[config.mk]
export PLATFORM = sky130hd
export DESIGN_NAME = img_deser_flat
export DESIGN_NICKNAME = d
export VERILOG_FILES = /design/src/rtl/onn_pkg.sv /design/src/rtl/img_deser_if.sv /design/src/rtl/ser_shift.sv /design/src/rtl/img_deser.sv /design/src/flat_wrapper.sv
export SDC_FILE = /design/constraint.sdc
export NUM_CORES = 1
export LEC_CHECK = 0
export BUFFER_PORTS_ARGS = -buffer_cell sky130_fd_sc_hd__buf_2
export CORE_ASPECT_RATIO = 1.25
export CORE_MARGIN = 2
export CORE_UTILIZATION = 53
export DETAILED_ROUTE_END_ITERATION = 10
export PLACE_DENSITY = 0.8
export SLEW_MARGIN = 20
export SYNTH_ARGS = -nofsm -noshare
export SYNTH_HDL_FRONTEND = slang
export SYNTH_SLANG_ARGS = --single-unit
[constraint.sdc]
create_clock -name sclk -period 1.7 [get_ports sclk]
set_input_delay 0.425 -clock sclk [delete_from_list [all_inputs] [get_ports sclk]]
set_output_delay 0.425 -clock sclk [all_outputs]
set_load 0.05 [all_outputs]
[src/rtl/onn_pkg.sv]
// Shared ONN constants and types used by the image loader, deserialiser and oscillator core.
package onn_pkg;

    localparam int unsigned FRAME_BITS = 60;
    localparam int unsigned N_NEUR     = 15;
    localparam int unsigned PH_W       = 4;
    localparam int unsigned CNT_W      = 6;

    typedef enum logic [1:0] {
        ST_IDLE  = 2'd0,
        ST_SHIFT = 2'd1,
        ST_HOLD  = 2'd2
    } deser_state_e;

    typedef logic [FRAME_BITS-1:0] frame_t;

endpackage

[src/rtl/img_deser_if.sv]
// Serial image link plus frame handoff between the deserialiser and the ONN core.
interface img_deser_if;
    import onn_pkg::*;

    logic                     data_in;
    logic                     load;
    logic                     frame_ready;
    logic [FRAME_BITS-1:0]    img_word;
    logic [N_NEUR*PH_W-1:0]   phase_init;
    logic                     frame_valid;
    logic                     short_err;
    logic                     overrun_err;
    logic [CNT_W-1:0]         bit_cnt;

    modport master (
        output data_in, load, frame_ready,
        input  img_word, phase_init, frame_valid, short_err, overrun_err, bit_cnt
    );

    modport slave (
        input  data_in, load, frame_ready,
        output img_word, phase_init, frame_valid, short_err, overrun_err, bit_cnt
    );

endinterface

[src/rtl/ser_shift.sv]
// Serial-in shift register with burst tracking and a bit counter that saturates at WIDTH.
module ser_shift
    import onn_pkg::*;
#(
    parameter int unsigned WIDTH    = FRAME_BITS,
    parameter int unsigned CNT_BITS = CNT_W
) (
    input  logic                clk,
    input  logic                rst,
    input  logic                load,
    input  logic                din,
    output logic [WIDTH-1:0]    sr,
    output logic [CNT_BITS-1:0] cnt,
    output logic                full,
    output logic                busy,
    output logic                start_c,
    output logic                short_c
);

    localparam logic [CNT_BITS-1:0] CNT_MAX = CNT_BITS'(WIDTH);

    logic                load_q;
    logic                take_c;
    logic [CNT_BITS-1:0] cnt_nxt;
    logic                busy_nxt;

    // A burst begins on a rising load; busy means a burst is mid-frame (1..WIDTH-1 bits).
    assign start_c = load & ~load_q;
    assign short_c = ~load & busy;
    assign take_c  = start_c | (load & busy);

    // Next count and burst-in-progress flag
    always_comb begin
        cnt_nxt  = cnt;
        busy_nxt = busy;
        if (start_c) begin
            cnt_nxt = CNT_BITS'(1);
        end else if (take_c) begin
            cnt_nxt = cnt + CNT_BITS'(1);
        end else if (short_c) begin
            cnt_nxt = '0;
        end
        if (take_c) begin
            busy_nxt = (cnt_nxt != CNT_MAX);
        end else if (short_c) begin
            busy_nxt = 1'b0;
        end
    end

    // Shift register and counters; full pulses the cycle after the last bit lands
    always_ff @(posedge clk) begin
        if (rst) begin
            sr     <= '0;
            cnt    <= '0;
            busy   <= 1'b0;
            full   <= 1'b0;
            load_q <= 1'b0;
        end else begin
            load_q <= load;
            cnt    <= cnt_nxt;
            busy   <= busy_nxt;
            full   <= take_c && (cnt_nxt == CNT_MAX);
            if (take_c) begin
                sr <= {din, sr[WIDTH-1:1]};
            end
        end
    end

endmodule

[src/rtl/img_deser.sv]
// Image frame deserialiser: collects a serial burst into a frame and hands it to the ONN core.
module img_deser
    import onn_pkg::*;
#(
    parameter int unsigned FRAME_BITS = onn_pkg::FRAME_BITS,
    parameter int unsigned N_NEUR     = onn_pkg::N_NEUR,
    parameter int unsigned PH_W       = onn_pkg::PH_W
) (
    input  logic        sclk,
    input  logic        re,
    img_deser_if.slave  bus
);

    deser_state_e          state, state_nxt;
    logic [FRAME_BITS-1:0] sr;
    logic [CNT_W-1:0]      cnt;
    logic                  full, busy, start_c, short_c;

    logic [FRAME_BITS-1:0] img_word_q, img_word_nxt;
    logic                  frame_valid_q, frame_valid_nxt;
    logic                  short_err_q, short_err_nxt;
    logic                  overrun_err_q, overrun_err_nxt;
    logic                  accept_c;

    ser_shift #(
        .WIDTH    (FRAME_BITS),
        .CNT_BITS (CNT_W)
    ) u_shift (
        .clk     (sclk),
        .rst     (re),
        .load    (bus.load),
        .din     (bus.data_in),
        .sr      (sr),
        .cnt     (cnt),
        .full    (full),
        .busy    (busy),
        .start_c (start_c),
        .short_c (short_c)
    );

    assign accept_c = (state == ST_HOLD) && bus.frame_ready;

    // Next-state and output-register logic
    always_comb begin
        state_nxt       = state;
        img_word_nxt    = img_word_q;
        short_err_nxt   = short_err_q | short_c;
        overrun_err_nxt = overrun_err_q;
        case (state)
            ST_IDLE: begin
                if (full) begin
                    state_nxt    = ST_HOLD;
                    img_word_nxt = sr;
                end else if (start_c) begin
                    state_nxt = ST_SHIFT;
                end
            end
            ST_SHIFT: begin
                if (full) begin
                    state_nxt    = ST_HOLD;
                    img_word_nxt = sr;
                end else if (short_c) begin
                    state_nxt = ST_IDLE;
                end
            end
            ST_HOLD: begin
                // A frame finishing on the accept cycle replaces the held one seamlessly.
                if (accept_c) begin
                    if (full) begin
                        img_word_nxt = sr;
                    end else if (start_c || (busy && bus.load)) begin
                        state_nxt = ST_SHIFT;
                    end else begin
                        state_nxt = ST_IDLE;
                    end
                end else if (full) begin
                    overrun_err_nxt = 1'b1;
                end
            end
            default: begin
                state_nxt = ST_IDLE;
            end
        endcase
        frame_valid_nxt = (state_nxt == ST_HOLD);
    end

    // State and output registers
    always_ff @(posedge sclk) begin
        if (re) begin
            state         <= ST_IDLE;
            img_word_q    <= '0;
            frame_valid_q <= 1'b0;
            short_err_q   <= 1'b0;
            overrun_err_q <= 1'b0;
        end else begin
            state         <= state_nxt;
            img_word_q    <= img_word_nxt;
            frame_valid_q <= frame_valid_nxt;
            short_err_q   <= short_err_nxt;
            overrun_err_q <= overrun_err_nxt;
        end
    end

    // Neuron i takes the i-th PH_W-bit field of the frame
    for (genvar i = 0; i < int'(N_NEUR); i++) begin : g_phase
        assign bus.phase_init[PH_W*i +: PH_W] = img_word_q[PH_W*i +: PH_W];
    end

    assign bus.img_word    = img_word_q;
    assign bus.frame_valid = frame_valid_q;
    assign bus.short_err   = short_err_q;
    assign bus.overrun_err = overrun_err_q;
    assign bus.bit_cnt     = cnt;

endmodule

[src/flat_wrapper.sv]
// flat-port wrapper written by rule: the top's interface ports become plain ports
module img_deser_flat import onn_pkg::*;
#(
    parameter int unsigned FRAME_BITS = onn_pkg::FRAME_BITS,
    parameter int unsigned N_NEUR     = onn_pkg::N_NEUR,
    parameter int unsigned PH_W       = onn_pkg::PH_W
)
  (sclk, re, bus_data_in, bus_load, bus_frame_ready, bus_img_word, bus_phase_init, bus_frame_valid, bus_short_err, bus_overrun_err, bus_bit_cnt);
  img_deser_if bus_i ();
  input  logic sclk;
  input  logic re;
  input wire logic [$bits(bus_i.data_in)-1:0] bus_data_in;
  input wire logic [$bits(bus_i.load)-1:0] bus_load;
  input wire logic [$bits(bus_i.frame_ready)-1:0] bus_frame_ready;
  output wire logic [$bits(bus_i.img_word)-1:0] bus_img_word;
  output wire logic [$bits(bus_i.phase_init)-1:0] bus_phase_init;
  output wire logic [$bits(bus_i.frame_valid)-1:0] bus_frame_valid;
  output wire logic [$bits(bus_i.short_err)-1:0] bus_short_err;
  output wire logic [$bits(bus_i.overrun_err)-1:0] bus_overrun_err;
  output wire logic [$bits(bus_i.bit_cnt)-1:0] bus_bit_cnt;
  assign bus_i.data_in = bus_data_in;
  assign bus_i.load = bus_load;
  assign bus_i.frame_ready = bus_frame_ready;
  assign bus_img_word = bus_i.img_word;
  assign bus_phase_init = bus_i.phase_init;
  assign bus_frame_valid = bus_i.frame_valid;
  assign bus_short_err = bus_i.short_err;
  assign bus_overrun_err = bus_i.overrun_err;
  assign bus_bit_cnt = bus_i.bit_cnt;
  img_deser #(.FRAME_BITS(FRAME_BITS), .N_NEUR(N_NEUR), .PH_W(PH_W)) u_core (.sclk(sclk), .re(re), .bus(bus_i));
endmodule
==> qor.yml <==
outcome: "complete, no violations"
vias: 4464
fp.dieH_um: 115.5
insertion_delay_ns: 0.41
synth_top_area_share: 0.5091
powerDensity_mw_per_mm2: 1156
cts_tree: "yes"
cts_setup_buffers: 0
ys_seq_area_frac: 0.5091
fillCellCount: 818
cp_cell_sequence: "buf_2"
yosysTopAreaCell: "dfxtp_1"
crit_type: "reg -> out"
area_growth_pct: 19.40
drt_wl_total_mm: 11.30
syn-cell-area_sq_mm: 0.005269
placed_area_sq_mm: 0.005658
p_int_uw: 5791
clkTransAtPathRegs_ns: 0.06
setup_tns_ns: 0
max-cap-violations: 0
grt_max_degree: 57
rows: 40
antenna_found_initial: 0
yosysMostFrequentCell: "nand2_1"
critical_path_buf_inv_count: 1
cts_root_buf: "clkbuf_16"
holdPathStages: 3
design.core.area_sq_mm: 0.009659
finalNetCount: 739
first_pass_iters: 5
post_drt_via_cell_ratio: 5.125
switching_share: 0.2036
fin_crit_sh: 0.9470
synthCells: 668
arrival_ns: 1.18
max_freq_ghz: 0.6212
power_leakage_uw: 0.002596
initial_core_util: 0.5455
grt_pass1_wl_mm: 18.13
pwr-share-comb: 0.029
ioPinCount: 134
drtAntennaViolNets: 0
grt_overflow: 0
required_ns: 1.27
clkSinkCount: 134
rsz0062_at_grt: "false"
synthFlopType: "dfxtp_1"
wl_per_cell_um: 12.98
slew_headroom: 0.7889
cts.path.max_buffers: 2
worstSetupStartpointType: "register"
drt_iter0_markers: 289
synth-seq-cells: 134
cp.depth: 1
drc: 0
io_buffers: 133
end_kind: "primary output"
skew_ns: 0.008054
slowest_stage: "dfxtp_1"
dpl.hpwl_mm: 7.321
slew_viol_final: 0
irDropWorstVdd_mv: 0.7944
die_area_sq_mm: 0.01076
utilization: 0.6513
ff2ff_path_depth: 5
pwr-share-clk: 0.536
critPathTopFamily: "flip-flops"
setup_viol: 0
worstPathMaxFanout: 8
ctsResizeCount: 0
p_sw_uw: 1480
antenna_cells: 0
p_seq_frac: 0.436
critical-path-max-stage-delay_ns: 0.46
die_x_um: 93.18
synth_area_leaders: "dfxtp_1 (51%), nand2_1 (18%), a21oi_1 (12%)"
ys_types: 33
final_area_sq_mm: 0.006291
tightest_slew_ns: 0.3117
final_hold_viol_count: 0
async_flop_share: 0
multiInputGateArea_sq_mm: 0.001944
grt_pass1_vias: 3951
fin_crit_ns: 1.610
drive_above_1_share: 0.2510
synth-warning-count: 0
synthesis.nets: 674
dp_slack_ns: 0.1551
ctsHoldBuffers: 0
htreeDepth: 4
place_congestion: 0.8526
synth_edf_count: 0
seq_area_sq_mm: 0.002685
syn_avg_cell_area_sq_um: 7.887
cts_buffers: 17
hold_ws_ns: 0.2682
hold_path.class: "in -> reg"
setup_ws_ns: 0.09017
netlist_top_cells_count: "nand2_1 (246), dfxtp_1 (134), a21oi_1 (125)"
track_usage: 0.2117
==> power by group through the flow <==
stage                     sequential, uW  clock, uW  combinational [uW]
after floorplan                     3240          0                 138
after global placement              3230          0                 203
after detailed placement            3230          0                 207
after CTS                           3170       3950                 209
after global routing                3170       4100                 229
final                               3170       3890                 210
==> cells by family after synthesis <==
logic type | after synthesis | share of synthesized area
fa+ha+maj | 1 | 0.002374
compound gates | 146 | 0.1494
simple gates | 280 | 0.2135
buf+inv | 107 | 0.1256
flops | 134 | 0.5091
==> sequential cells by signal, summed over array words and instances, names as in the netlist <==
signal	flops
u_core.bus.frame_valid	1
u_core.bus.overrun_err	1
u_core.u_shift.cnt	6
u_core.bus.img_word	60
u_core.state	2
u_core.bus.short_err	1
u_core.u_shift.load_q	1
u_core.u_shift.full	1
u_core.u_shift.sr	60
u_core.u_shift.busy	1
==> placed cells by master (no fill, tap or decap), drive strengths merged <==
cell type	instances
and3	3
nand3	5
inv	7
nand4b	1
clkinvlp	2
nand2	246
and4b	3
nor2b	4
o32ai	1
a31oi	2
and3b	1
o21a	3
nand4	1
bufinv	5
a2bb2oi	1
clkbuf	17
and2b	1
a22oi	2
or3	1
o21ai	5
o22ai	2
o2111ai	1
dfxtp	134
a21boi	1
nor2	10
buf	147
clkinv	6
o311ai	2
nand2b	4
a32oi	1
ha	1
a21oi	125
==> final timing paths <==
check	startpoint	endpoint	slack (ns)
setup / recovery	u_core.u_shift.cnt[2]	bus_bit_cnt[2]	0.09
hold / removal	bus_data_in	u_core.u_shift.sr[59]	0.27
setup reg to reg	u_core.u_shift.cnt[0]	u_core.u_shift.full	0.22
hold reg to reg	u_core.bus.short_err	u_core.bus.short_err	0.45
==> routing by layer <==
layer	vias up	GRT usage	wire length (um)
met5	-	0	0
met4	0	0.08235	172
met3	17	0.06112	706
met2	159	0.3599	5733
met1	2047	0.2544	4689
li1	2241	-	-
==> worst min-delay path, cell delays in order <==
cell	delay, ns
buf_2	0.10
nand2_1	0.05
a21oi_1	0.05
==> metrics by stage <==
step / power (uW) / instances
6_report: 7271 / 871
5_1_grt: 7495 / 871
4_1_cts: 7326 / 871
3_5_place_dp: 3442 / 840
3_3_place_gp: 3437 / 840
2_1_floorplan: 3378 / 668
==> cell type report <==
class,count,share of cell area
repair buffers,147,0.1348
multi-input cells,427,0.3091
clock buffers,17,0.06762
inverters,6,0.003580
clock inverters,14,0.03302
flip-flops and latches,134,0.4268
well taps,126,0.02506
No activity file was read; power rests on OpenSTA's default activity.
